**src/rtl/gpu_mem_port_mux.sv**
```systemverilog
// Burst-aware multiplexer funnelling N requester channels onto one memory port.
// The port is locked to the granted requester until its last beat; read responses route back via a tag FIFO.
module gpu_mem_port_mux #(
  parameter int unsigned NUM_REQUESTERS  = 4,
  parameter int unsigned ADDR_W          = 32,
  parameter int unsigned DATA_W          = 32,
  parameter int unsigned MAX_OUTSTANDING = 4
) (
  input  logic                                 clk,
  input  logic                                 rst_n,
  input  logic [NUM_REQUESTERS-1:0]            i_req_valid,
  input  logic [NUM_REQUESTERS*ADDR_W-1:0]     i_req_addr,
  input  logic [NUM_REQUESTERS*DATA_W-1:0]     i_req_wdata,
  input  logic [NUM_REQUESTERS-1:0]            i_req_we,
  input  logic [NUM_REQUESTERS-1:0]            i_req_last,
  output logic [NUM_REQUESTERS-1:0]            o_req_ready,
  output logic [NUM_REQUESTERS-1:0]            o_arb_requests,
  input  logic [NUM_REQUESTERS-1:0]            i_arb_grants,
  output logic                                 o_mem_valid,
  output logic                                 o_mem_we,
  output logic                                 o_mem_last,
  output logic [ADDR_W-1:0]                    o_mem_addr,
  output logic [DATA_W-1:0]                    o_mem_wdata,
  input  logic                                 i_mem_ready,
  input  logic                                 i_mem_rvalid,
  input  logic [DATA_W-1:0]                    i_mem_rdata,
  output logic [NUM_REQUESTERS-1:0]            o_rsp_valid,
  output logic [DATA_W-1:0]                    o_rsp_data,
  output logic [$clog2(MAX_OUTSTANDING+1)-1:0] o_outstanding,
  output logic                                 o_err_orphan
);

  localparam int unsigned IDXW = (NUM_REQUESTERS > 1) ? $clog2(NUM_REQUESTERS) : 1;
  localparam int unsigned PTRW = (MAX_OUTSTANDING > 1) ? $clog2(MAX_OUTSTANDING) : 1;
  localparam int unsigned CNTW = $clog2(MAX_OUTSTANDING + 1);

  typedef enum logic {S_IDLE, S_LOCK} state_e;

  state_e              state_q, state_d;
  logic [IDXW-1:0]     owner_q, owner_d;
  logic [IDXW-1:0]     grant_idx;
  logic [IDXW-1:0]     sel_idx;
  logic                sel_vld;

  logic                s_hit, s_valid, s_we, s_last;
  logic [ADDR_W-1:0]   s_addr;
  logic [DATA_W-1:0]   s_wdata;
  logic                blk, accept;

  logic [IDXW-1:0]     fifo_q [MAX_OUTSTANDING];
  logic [PTRW-1:0]     wr_ptr_q, rd_ptr_q;
  logic [CNTW-1:0]     cnt_q, cnt_d;
  logic                fifo_full, fifo_empty, push, pop;
  logic [IDXW-1:0]     head;

  logic [NUM_REQUESTERS-1:0] rsp_valid_q, rsp_valid_d;
  logic [DATA_W-1:0]         rsp_data_q;
  logic                      orphan_q;

  always_comb begin
    grant_idx = '0;
    for (int unsigned i = 0; i < NUM_REQUESTERS; i++) begin
      if (i_arb_grants[i]) grant_idx = IDXW'(i);
    end
  end

  always_comb begin
    if (state_q == S_LOCK) begin
      sel_vld = 1'b1;
      sel_idx = owner_q;
    end else begin
      sel_vld = |i_arb_grants;
      sel_idx = grant_idx;
    end
  end

  always_comb begin
    s_hit   = 1'b0;
    s_valid = 1'b0;
    s_we    = 1'b0;
    s_last  = 1'b0;
    s_addr  = '0;
    s_wdata = '0;
    for (int unsigned i = 0; i < NUM_REQUESTERS; i++) begin
      if (sel_vld && (sel_idx == IDXW'(i))) begin
        s_hit   = 1'b1;
        s_valid = i_req_valid[i];
        s_we    = i_req_we[i];
        s_last  = i_req_last[i];
        s_addr  = i_req_addr[i*ADDR_W +: ADDR_W];
        s_wdata = i_req_wdata[i*DATA_W +: DATA_W];
      end
    end
  end

  // Registered full flag: a same-cycle pop cannot free a slot for this beat.
  assign blk         = s_hit && !s_we && fifo_full;
  assign o_mem_valid = s_valid && !blk;
  assign o_mem_we    = s_we;
  assign o_mem_last  = s_last;
  assign o_mem_addr  = s_addr;
  assign o_mem_wdata = s_wdata;
  assign accept      = o_mem_valid && i_mem_ready;

  always_comb begin
    o_req_ready = '0;
    for (int unsigned i = 0; i < NUM_REQUESTERS; i++) begin
      o_req_ready[i] = s_hit && (sel_idx == IDXW'(i)) && i_mem_ready && !blk;
    end
  end

  assign o_arb_requests = (state_q == S_IDLE) ? i_req_valid : '0;

  always_comb begin
    state_d = state_q;
    owner_d = owner_q;
    case (state_q)
      S_IDLE: begin
        if ((|i_arb_grants) && !(accept && s_last)) begin
          state_d = S_LOCK;
          owner_d = grant_idx;
        end
      end
      S_LOCK: begin
        if (accept && s_last) state_d = S_IDLE;
      end
    endcase
  end

  always_ff @(posedge clk or negedge rst_n) begin
    if (!rst_n) begin
      state_q <= S_IDLE;
      owner_q <= '0;
    end else begin
      state_q <= state_d;
      owner_q <= owner_d;
    end
  end

  assign fifo_full  = (cnt_q == CNTW'(MAX_OUTSTANDING));
  assign fifo_empty = (cnt_q == '0);
  assign push       = accept && !s_we;
  assign pop        = i_mem_rvalid && !fifo_empty;
  assign head       = fifo_q[rd_ptr_q];

  always_comb begin
    cnt_d = cnt_q;
    case ({push, pop})
      2'b10:   cnt_d = cnt_q + CNTW'(1);
      2'b01:   cnt_d = cnt_q - CNTW'(1);
      default: cnt_d = cnt_q;
    endcase
  end

  always_ff @(posedge clk) begin
    if (push) fifo_q[wr_ptr_q] <= sel_idx;
  end

  always_ff @(posedge clk or negedge rst_n) begin
    if (!rst_n) begin
      wr_ptr_q <= '0;
      rd_ptr_q <= '0;
      cnt_q    <= '0;
    end else begin
      if (push) wr_ptr_q <= wr_ptr_q + PTRW'(1);
      if (pop)  rd_ptr_q <= rd_ptr_q + PTRW'(1);
      cnt_q <= cnt_d;
    end
  end

  always_comb begin
    rsp_valid_d = '0;
    for (int unsigned i = 0; i < NUM_REQUESTERS; i++) begin
      if (pop && (head == IDXW'(i))) rsp_valid_d[i] = 1'b1;
    end
  end

  always_ff @(posedge clk or negedge rst_n) begin
    if (!rst_n) begin
      rsp_valid_q <= '0;
      rsp_data_q  <= '0;
      orphan_q    <= 1'b0;
    end else begin
      rsp_valid_q <= rsp_valid_d;
      if (pop) rsp_data_q <= i_mem_rdata;
      if (i_mem_rvalid && fifo_empty) orphan_q <= 1'b1;
    end
  end

  assign o_rsp_valid   = rsp_valid_q;
  assign o_rsp_data    = rsp_data_q;
  assign o_outstanding = cnt_q;
  assign o_err_orphan  = orphan_q;

endmodule
```
**config.mk**
```make
export PLATFORM = sky130hd
export DESIGN_NAME = gpu_mem_port_mux
export DESIGN_NICKNAME = d
export VERILOG_FILES = /design/src/rtl/gpu_mem_port_mux.sv
export SDC_FILE = /design/constraint.sdc
export NUM_CORES = 1
export LEC_CHECK = 0
export CAP_MARGIN = 30
export CORE_AREA = 2 2 162 164
export CTS_CLUSTER_SIZE = 25
export DETAILED_ROUTE_END_ITERATION = 12
export DIE_AREA = 0 0 164 166
export GPL_ROUTABILITY_DRIVEN = 0
export MAX_ROUTING_LAYER = met4
export PLACE_DENSITY = 0.57
export SLEW_MARGIN = 5
export SYNTH_ARGS = -nofsm -noshare
export SYNTH_HDL_FRONTEND = slang
export SYNTH_SLANG_ARGS = --single-unit
export TNS_END_PERCENT = 20
```
**constraint.sdc**
```tcl
create_clock -name clk -period 6.84 [get_ports clk]
set_input_delay 1.368 -clock clk [delete_from_list [all_inputs] [get_ports clk]]
set_output_delay 1.368 -clock clk [all_outputs]
set_load 0.01 [all_outputs]
```
# Word-level counts from Yosys, hierarchy flattened
# Memory sizes are Yosys's and may differ from the RTL's.
# Cells that the tools add are included.
[op_classes] eq_ne=9 n_addsub=4 reduce_logical=39 bitwise=1 muxes=40
[op_table] op="two-way mux 32 bit" n=8
[op_table] op="logical AND 1 bit" n=29
[op_table] op="two-way mux 1 bit" n=26
[op_table] op="== test 2 bit (second input constant)" n=5
[op_table] op="== test 2 x 1 -> 1 bit (second input constant)" n=3
[op_table] op="two-way mux 2 bit" n=3
[op_table] op="one-hot mux 3 bit (2 select lines)" n=1
[op_table] op="adder 2 x 1 -> 2 bit (second input constant)" n=2
[op_table] op="zero test 1 bit" n=4
[op_table] op="zero test 2 bit" n=2
[op_table] op="two-way mux 4 bit" n=1
[op_table] op="OR reduction 4 bit" n=1
[op_table] op="adder 3 x 1 -> 3 bit (second input constant)" n=1
[op_table] op="== test 3 bit (second input constant)" n=1
[op_table] op="zero test 3 bit" n=1
[op_table] op="subtractor 3 x 1 -> 3 bit (second input constant)" n=1
[op_table] op="one-hot mux 1 bit (2 select lines)" n=1
[op_table] op="AND reduction 2 bit" n=1
[op_table] op="nonzero test 2 bit" n=1
[op_table] op="NOT 1 bit" n=1
[totals] output_inout_bits=115 memories=1 inputBits=308 wordCells=102 regBits=47 ram_bits=8
[memory_table] memory="fifo_q" words=4 word_bits=2 read_ports=1 rd_ports_with_merged_regs=0 wr=1 line_no="50" source="logic [IDXW-1:0] fifo_q [MAX_OUTSTANDING];"

# Logic depth before layout (Yosys ltp)
# Gate-level depths: netlist (run 1).
[logic_depth] word_depth=21 mapped_depth=14 depth_no_buf=12

# Worst setup path before layout (run 1)
# OpenSTA, ideal clock, no wires.
[synth_timing] kind="input to output" start="in i_arb_grants[2]" end="out o_mem_addr[18]" cell_stages=8 required_ns=5.472 setup_slack_ns=2.691 t_arrival_ns=2.781 cell_sequence="or3_4 > o21a_1 > buf_6 > nor2b_1 > buf_2 > clkbuf_1 > nand2_1 > nand2_1"
[synth_between] elab_chain_len=9 word_cells_on_any_way=17
[synth_lines] item="from (decl)" line_no="18" source="input logic [NUM_REQUESTERS-1:0] i_arb_grants,"
[synth_lines] item="two-way mux 2 bit (2 in a row)" line_no="63" source="if (i_arb_grants[i]) grant_idx = IDXW'(i);"
[synth_lines] item="two-way mux 2 bit" line_no="68" source="if (state_q == S_LOCK) begin"
[synth_lines] item="zero test 2 bit" line_no="85" source="if (sel_vld && (sel_idx == IDXW'(i))) begin"
[synth_lines] item="logical AND 1 bit" line_no="85"
[synth_lines] item="two-way mux 32 bit (3 in a row)" line_no="85"
[synth_lines] item="two-way mux 32 bit (*)" line_no="85"
[synth_lines] item="to (decl)" line_no="22" source="output logic [ADDR_W-1:0] o_mem_addr,"
# Every way passes the cells marked *; elsewhere a longest branch is shown, timed or not.

# Worst setup path after layout (run 1)
[layout_timing] start="in i_arb_grants[2]" end="out o_mem_addr[6]"
# Same word-level chain as after synthesis.

==> results.json, run 1 <==
{
  "status": "complete, no violations",
  "dp_slack_ps": 1150,
  "cts_hold_buf": 0,
  "max_slew_margin_pct": 51.9,
  "die_h_um": 166,
  "avgSynthCellArea_um2": 8.06,
  "p_leak_nw": 3.64,
  "root_buffer": "clkbuf_16",
  "clk_path_buf_depth": 2,
  "worstPathMaxFanout": 28,
  "grt_pass1_vias": 5384,
  "die_w_um": 164,
  "rsz0062_at_grt": "no",
  "num_rows": 59,
  "hp-class": "reg2reg",
  "skew_ps": 7.80,
  "final_nets": 1198,
  "grt_max_degree": 55,
  "post_drt_wl_per_cell_um": 17.9,
  "pwr_density_cell_mw_per_mm2": 415,
  "synth-edff-count": 8,
  "setup-tns-final_ps": 0,
  "grt_pass1_wl_um": 31800,
  "critPathSlowestCell": "nor2b_4",
  "synth-seq-area-share_pct": 36.8,
  "arrival_ps": 4260,
  "cts-buffers-inserted": 5,
  "clock_sinks": 55,
  "ys_ff_latch": 55,
  "r2r_start": "state_q",
  "via_per_inst": 4.28,
  "critPathKind": "in2out",
  "setup_viol": 0,
  "syn_inst": 478,
  "io_pins": 423,
  "cts.clk_slew.worst_paths_ps": 80,
  "async_flop_share_pct": 85.5,
  "placed_area_mm2": 0.00850,
  "reg2reg_slack_ps": 3430,
  "period_share_pct": 82.3,
  "cp-end-kind": "output pin",
  "ir_drop_uv": 233,
  "cts_tree": "built",
  "hold_slack_ps": 461,
  "drcViolationCount": 0,
  "synth_warnings": 0,
  "yosysTopAreaCellShare_pct": 30.5,
  "ys.flop_type": "dfrtp_1",
  "drive_above_1_share_pct": 4.97,
  "yosysUniqueCellTypes": 45,
  "total_power_mw": 3.59,
  "finalWorstSetupSlack_ps": 1210,
  "die-area_mm2": 0.0272,
  "grt_remaining_overflow": 0,
  "netlist_top_cells_count": "210 x nand2_1, 54 x a222oi_1, 47 x dfrtp_1",
  "timing.rr.end": "o_outstanding[2]",
  "placed_cells": 1212,
  "min_to": "o_err_orphan",
  "htreeDepth": 2,
  "start_util_pct": 15.0,
  "slowest_delay_ps": 580,
  "cp.required_ps": 5470,
  "wl_um": 21900,
  "yosysMostFrequentCell": "nand2_1",
  "cp_cell_sequence": "clkdlybuf4s50_1 -> or3_4 -> o21a_1 -> buf_4 -> nor2b_4 -> buf_4 -> nand2_1 -> nand2_1 -> clkdlybuf4s50_1",
  "hold_viol": 0,
  "cap_violations": 0,
  "startpoint_type": "input pin",
  "hpwl_um": 18200,
  "syn-num-nets": 792,
  "syn-cell-area_mm2": 0.00385,
  "cts_setup_buffers": 0,
  "firstDrtPassIters": 9,
  "min_path_cells": 1,
  "fin_util_pct": 33.8,
  "design_area_mm2": 0.00866,
  "num_vias": 5232,
  "clkLatencyLatePin_ps": 290,
  "final_cells": 1222,
  "drv_slew": 0,
  "worstRegToRegCells": 13,
  "drt-initial-drc-count": 506,
  "post_cts_resized": 0,
  "netlist_top_cells_area": "dfrtp_1 31%, nand2_1 20%, a222oi_1 14%, edfxtp_1 6.2%, mux2i_1 4.4%",
  "core_area_mm2": 0.0256,
  "worst_slew_pin_slew_ps": 713,
  "fmax_ghz": 0.178,
  "hp-start": "o_err_orphan",
  "synth_top_cell_by_area": "dfrtp_1",
  "track_usage_pct": 15.8,
  "final.min_clock_period_ps": 5630,
  "postRouteAntennaNets": 0,
  "antenna_found_initial": 2,
  "portBuffers": 422,
  "area_delta_synth_final_pct": 125
}
[report_power, final]
part / switching, mW / internal (mW)
Sequential: 0.0860 / 0.451
Clock: 0.123 / 0.138
Combinational: 1.35 / 1.44
Total: 1.56 / 2.03
[cells by family after synthesis]
| logic type | after synthesis | synth area share (%) |
|---|---|---|
| adders and majority gates | 6 | 2.14 |
| muxes | 19 | 5.58 |
| DFF | 55 | 36.8 |
| xor gates and xnor gates | 6 | 1.36 |
| AOI/OAI and AO/OA | 96 | 22.4 |
| and+or+nand+nor | 246 | 25.9 |
| buffers and inverters | 50 | 5.84 |
[worst max path at each step]
stage,from,to,slack [ps],cells past startpoint
after floorplan,i_arb_grants[2],o_mem_addr[18],2690,8
after global placement,i_arb_grants[2],o_mem_addr[6],1210,9
after detailed placement,i_arb_grants[2],o_mem_addr[6],1150,9
after CTS,i_arb_grants[2],o_mem_addr[6],1140,9
after global routing,i_arb_grants[3],o_mem_addr[9],1010,9
final,i_arb_grants[2],o_mem_addr[6],1210,9
[routing by layer]
layer / vias to the layer above / wire length (um) / global-route usage, %
met5: - / 0 / -
met4: 0 / 518 / 4.20
met3: 27 / 1870 / 3.47
met2: 287 / 11000 / 28.0
met1: 2381 / 8410 / 17.7
li1: 2537 / - / -
[sequential cells by signal (all words and copies together), names as in the netlist]
register,cells
wr_ptr_q,2
fifo_q,8
o_outstanding,3
o_err_orphan,1
o_rsp_valid,4
owner_q,2
o_rsp_data,32
state_q,1
rd_ptr_q,2
[critical path, delay by kind of cell]
kind            cells  cell delay (ps)
buf+inv             4             1510
simple gates        4             1150
compound gates      1              190
[layout by cell type, fill, tap and decap left out, drive strengths merged, types with 7 or more instances in the layout]
cell type,n
mux2i,17
a222oi,54
edfxtp,8
dfrtp,47
buf,16
nand2,210
o21ai,12
clkdlybuf4s50,421
nor2,12
inv,12
o221a,7
[cell type report]
type                       instances  area, um^2
timing repair buffer             437        4360
sequential                        55        1420
clock buffer                       5         125
tap                              335         419
clock inverter                     3        23.8
inverter                          12        45.0
fill                            2658       17000
antenna                            2        5.00
multi-input combinational        373        2270
(Power assumes the default switching activity.)
==> run 2: changes to the inputs <==
Settings changed: CORE_AREA 2 2 162 164 to 2 2 163 165, DIE_AREA 0 0 164 166 to 0 0 165 167.
Clock period 6.84 ns to 5.9 ns, I/O delays scaled along.
==> results.json, run 2 (synthesis results as in run 1) <==
{
  "placed_cells": 1210,
  "setup_viol": 0,
  "num_vias": 5247,
  "hold_viol": 0,
  "root_buffer": "clkbuf_16",
  "cp-end-kind": "output pin",
  "wl_um": 22800,
  "num_rows": 59,
  "cts_tree": "built",
  "firstDrtPassIters": 9,
  "critPathKind": "in2out",
  "r2r_start": "state_q",
  "start_util_pct": 15.0,
  "hpwl_um": 19300,
  "regArea_mm2": 0.00142,
  "largest_reg_flops": 32,
  "core_area_mm2": 0.0258,
  "power.switching_mw": 1.81,
  "grt_max_degree": 55,
  "multiInputGateArea_mm2": 0.00227,
  "startpoint_type": "input pin",
  "p_leak_nw": 3.63,
  "rsz0062_at_grt": "no",
  "min_path_cells": 2,
  "period_share_pct": 85.0,
  "cts.clk_slew.worst_paths_ps": 70,
  "arrival_ps": 3840,
  "final_cell_mix": "421 x clkdlybuf4s50_1, 210 x nand2_1, 54 x a222oi_1, 47 x dfrtp_1, 17 x mux2i_1",
  "seqPwrFrac_pct": 14.9,
  "worstRegToRegCells": 13,
  "pwr_density_cell_mw_per_mm2": 480,
  "drv_slew": 0,
  "hp-start": "o_rsp_data[14]",
  "cap_violations": 0,
  "clk_path_buf_depth": 2,
  "fin_util_pct": 33.6,
  "htreeDepth": 2,
  "final_nets": 1196,
  "final.min_clock_period_ps": 5020,
  "ir_drop_uv": 209,
  "cts_hold_buf": 0,
  "clkLatencyLatePin_ps": 300,
  "final_cells": 1222,
  "cts_setup_buffers": 0,
  "placed_area_mm2": 0.00850,
  "min_to": "o_rsp_data[14]",
  "die-area_mm2": 0.0276,
  "portBuffers": 422,
  "drt-initial-drc-count": 541,
  "comb_power_share_pct": 77.8,
  "timing.rr.end": "o_outstanding[2]",
  "setup-tns-final_ps": 0,
  "clock_sinks": 55,
  "pwr-share-clk_pct": 7.3,
  "worstPathMaxFanout": 54,
  "post_cts_resized": 0,
  "swShare_pct": 43.6,
  "die_w_um": 165,
  "status": "complete, no violations",
  "p_int_mw": 2.34,
  "grt_remaining_overflow": 0,
  "fmax_ghz": 0.199,
  "max_slew_margin_pct": 54.5,
  "hold_slack_ps": 477,
  "cp.required_ps": 4720,
  "hp-class": "reg2reg",
  "track_usage_pct": 16.2,
  "via_per_inst": 4.29,
  "worst_slew_pin_slew_ps": 682,
  "grt_pass1_wl_um": 32500,
  "io_pins": 423,
  "postRouteAntennaNets": 0,
  "drcViolationCount": 0,
  "antenna_found_initial": 4,
  "reg2reg_slack_ps": 2380,
  "skew_ps": 8.62,
  "cts-buffers-inserted": 5,
  "n_fill_cell": 2629,
  "post_drt_wl_per_cell_um": 18.7,
  "design_area_mm2": 0.00866,
  "area_delta_synth_final_pct": 125,
  "layout_commonest_cell": "clkdlybuf4s50_1",
  "grt_pass1_vias": 5286,
  "drive_above_1_share_pct": 4.87,
  "die_h_um": 167
}
==> run 2: how the worst max path moves through the flow <==
stage | cells past startpoint | from | to | slack, ps
floorplan | 8 | i_arb_grants[2] | o_mem_addr[18] | 2130
global placement | 8 | i_arb_grants[3] | o_mem_addr[4] | 860
detailed placement | 8 | i_arb_grants[3] | o_mem_addr[4] | 860
CTS | 8 | i_arb_grants[3] | o_mem_addr[4] | 880
global route | 7 | i_arb_grants[3] | o_mem_addr[31] | 760
finish | 8 | i_arb_grants[3] | o_mem_addr[4] | 880
==> run 2: area by class of cell <==
cell class | instances | share of cell area [%]
Antenna cell | 4 | 0.116
Clock buffer | 5 | 1.45
Clock inverter | 3 | 0.304
Inverter | 12 | 0.520
Multi-Input combinational cell | 373 | 26.2
Sequential cell | 55 | 16.4
Tap cell | 335 | 4.84
Timing Repair Buffer | 435 | 50.2
==> run 2: per-stage QoR <==
stage               total power [mW]  setup slack (ps)
finish                          4.15               884
detailed placement              3.91               862
global route                    4.45               762
floorplan                       2.13              2130
global placement                3.89               865
CTS                             4.23               877
==> run 2: critical path, stage by stage <==
cell and delay [ps]:
clkdlybuf4s50_1 560, nor2_1 110, a21oi_4 350, nor2_4 80
buf_12 180, a222oi_1 690, nand2_1 110, clkdlybuf4s50_1 520
==> run 2: power groups by stage <==
stage          registers [mW]  logic (mW)  clock network (mW)
3_3_place_gp            0.626        3.27                   0
2_1_floorplan           0.648        1.48                   0
6_report                0.621        3.23               0.302
4_1_cts                 0.624        3.28               0.318
5_1_grt                 0.641        3.48               0.333
3_5_place_dp            0.631        3.28                   0
==> run 2: metal layers <==
layer  global-route usage (%)  wire length, um  vias to the layer above
met3                     3.41             2010                       23
met5                        -                0                        -
met1                     18.3             8560                     2392
met2                     28.7            11800                      291
li1                         -                -                     2541
met4                     4.61              514                        0
==> run 3: changes to the inputs <==
Settings changed: ABC_AREA from default to 1, PLACE_DENSITY 0.57 to 0.59, SKIP_LAST_GASP from default to 1.
Clock period 5.9 ns to 5.6 ns, I/O delays scaled along.
==> results.json, run 3 <==
{
  "status": "complete, no violations",
  "p_int_mw": 2.69,
  "worstPathMaxFanout": 27,
  "post_drt_wl_per_cell_um": 18.8,
  "pwr-share-clk_pct": 6.1,
  "die_h_um": 167,
  "wl_um": 25900,
  "synth-edff-count": 8,
  "post_cts_resized": 0,
  "yosysMostFrequentCell": "nand2_1",
  "yosysUniqueCellTypes": 32,
  "clock_sinks": 55,
  "grt_pass1_vias": 5862,
  "ir_drop_uv": 275,
  "clkLatencyLatePin_ps": 300,
  "largest_reg_flops": 32,
  "seqPwrFrac_pct": 12.4,
  "cp_top_family": "buffers and inverters",
  "firstDrtPassIters": 5,
  "layout_commonest_cell": "clkdlybuf4s50_1",
  "die_w_um": 165,
  "max_slew_margin_pct": 59.3,
  "setup-tns-final_ps": 0,
  "n_fill_cell": 2700,
  "hp-start": "o_rsp_data[30]",
  "skew_ps": 7.52,
  "grt_max_degree": 71,
  "min_to": "o_rsp_data[30]",
  "die-area_mm2": 0.0276,
  "startpoint_type": "input pin",
  "cp_cell_sequence": "clkdlybuf4s50_1 -> inv_1 -> nand2_1 -> nand3_2 -> nand2_4 -> inv_2 -> nand2_1 -> o22ai_1 -> a21oi_1 -> clkdlybuf4s50_1",
  "setup_viol": 0,
  "final.min_clock_period_ps": 4800,
  "cts_tree": "built",
  "period_share_pct": 85.6,
  "portBuffers": 422,
  "clk_path_buf_depth": 2,
  "swShare_pct": 48.8,
  "drv_slew": 0,
  "final_cell_mix": "418 x clkdlybuf4s50_1, 196 x nand2_1, 116 x nand3_1, 78 x inv_1, 54 x o2111ai_1",
  "drcViolationCount": 0,
  "via_per_inst": 4.47,
  "cp_num_buf_inv": 4,
  "grt_pass1_wl_um": 36600,
  "worstRegToRegCells": 15,
  "area_delta_synth_final_pct": 109,
  "drive_above_1_share_pct": 4.14,
  "power.switching_mw": 2.56,
  "num_rows": 59,
  "hp-class": "reg2reg",
  "root_buffer": "clkbuf_16",
  "antenna_found_initial": 3,
  "rsz0062_at_grt": "no",
  "postRouteAntennaNets": 0,
  "p_leak_nw": 3.77,
  "critPathSlowestCell": "clkdlybuf4s50_1",
  "comb_power_share_pct": 81.5,
  "cts-buffers-inserted": 5,
  "hpwl_um": 20900,
  "start_util_pct": 16.9,
  "ys_ff_latch": 55,
  "core_area_mm2": 0.0258,
  "pwr_density_cell_mw_per_mm2": 577,
  "cts.clk_slew.worst_paths_ps": 70,
  "cp.required_ps": 4480,
  "netlist_top_cells_count": "197 x nand2_1, 116 x nand3_1, 79 x inv_1",
  "syn_inst": 645,
  "fin_util_pct": 35.3,
  "timing.rr.end": "o_outstanding[2]",
  "syn-num-nets": 959,
  "hold_viol": 0,
  "synth-seq-area-share_pct": 32.5,
  "track_usage_pct": 18.1,
  "io_pins": 423,
  "worst_slew_pin_slew_ps": 610,
  "cts_hold_buf": 0,
  "placed_area_mm2": 0.00894,
  "finalWorstSetupSlack_ps": 804,
  "drt-initial-drc-count": 466,
  "ys.flop_type": "dfrtp_1",
  "slowest_delay_ps": 570,
  "cap_violations": 0,
  "cp-end-kind": "output pin",
  "critPathKind": "in2out",
  "yosysTopAreaCellShare_pct": 27.0,
  "cts_setup_buffers": 0,
  "netlist_top_cells_area": "dfrtp_1 27%, nand2_1 17%, nand3_1 13%, o2111ai_1 11%, inv_1 6.8%",
  "dp_slack_ps": 805,
  "fmax_ghz": 0.209,
  "arrival_ps": 3680,
  "design_area_mm2": 0.00910,
  "final_nets": 1352,
  "htreeDepth": 2,
  "syn-cell-area_mm2": 0.00436,
  "synth_warnings": 0,
  "reg2reg_slack_ps": 2510,
  "synth_top_cell_by_area": "dfrtp_1",
  "num_vias": 6151,
  "r2r_start": "state_q",
  "avgSynthCellArea_um2": 6.76,
  "grt_remaining_overflow": 0,
  "async_flop_share_pct": 85.5,
  "min_path_cells": 2
}
[run 3: power groups by stage]
stage / sequential [mW] / clock, mW / combinational (mW)
global placement: 0.656 / 0 / 4.29
global route: 0.671 / 0.349 / 4.59
detailed placement: 0.658 / 0 / 4.32
floorplan: 0.698 / 0 / 2.00
finish: 0.650 / 0.323 / 4.28
CTS: 0.652 / 0.335 / 4.33
[run 3: through the flow]
stage | instances | power, mW | hold WS (ps)
6_report | 1377 | 5.25 | 482
5_1_grt | 1377 | 5.61 | 500
4_1_cts | 1374 | 5.31 | 486
3_5_place_dp | 1366 | 4.97 | 465
3_3_place_gp | 1366 | 4.95 | 458
2_1_floorplan | 645 | 2.70 | 443
[run 3: metal layers]
| layer | up-vias | part of all wire [%] | track usage (%) |
|---|---|---|---|
| li1 | 2978 | - | - |
| met1 | 2837 | 41 | 22.1 |
| met2 | 311 | 48 | 29.6 |
| met3 | 25 | 9.5 | 5.53 |
| met4 | 0 | 1.5 | 3.63 |
| met5 | - | 0 | - |
[run 3: worst max-delay path by stage]
stage	start	endpoint	slack, ps	cells past startpoint
detailed placement	i_arb_grants[2]	o_mem_addr[22]	810	10
global route	i_arb_grants[2]	o_mem_addr[15]	610	10
floorplan	i_arb_grants[3]	o_mem_addr[19]	2210	9
CTS	i_arb_grants[2]	o_mem_addr[22]	810	10
finish	i_arb_grants[2]	o_mem_addr[2]	800	10
global placement	i_arb_grants[2]	o_mem_wdata[1]	820	9
[run 3: logic make-up (layout without fill, tap and decap cells)]
| kind of cell | count (synthesis) | in the layout | share of synthesized area (%) |
|---|---|---|---|
| adder cells (fa/ha/maj) | 6 | 6 | 1.89 |
| buffers and inverters | 131 | 525 | 12.0 |
| XOR/XNOR | 4 | 4 | 0.803 |
| other | 0 | 3 | 0 |
| flip-flops | 55 | 55 | 32.5 |
| AO/OA/AOI/OAI | 91 | 91 | 15.8 |
| AND/OR/NAND/NOR | 358 | 358 | 37.0 |
[run 3: tightest hold or removal path, cell delays in order (launching register included)]
cell	delay, ps
dfrtp_1	350
nand2_1	50
nand2_1	50
[run 3: cell type report]
class | count | area (um^2) | area share [%]
clock inverter | 3 | 26.3 | 0.289
multi-input combinational | 459 | 2440 | 26.8
sequential | 55 | 1420 | 15.6
inverter | 82 | 308 | 3.38
antenna | 3 | 7.51 | 0.0825
tap | 335 | 419 | 4.61
clock buffer | 5 | 125 | 1.38
timing repair buffer | 435 | 4360 | 47.9
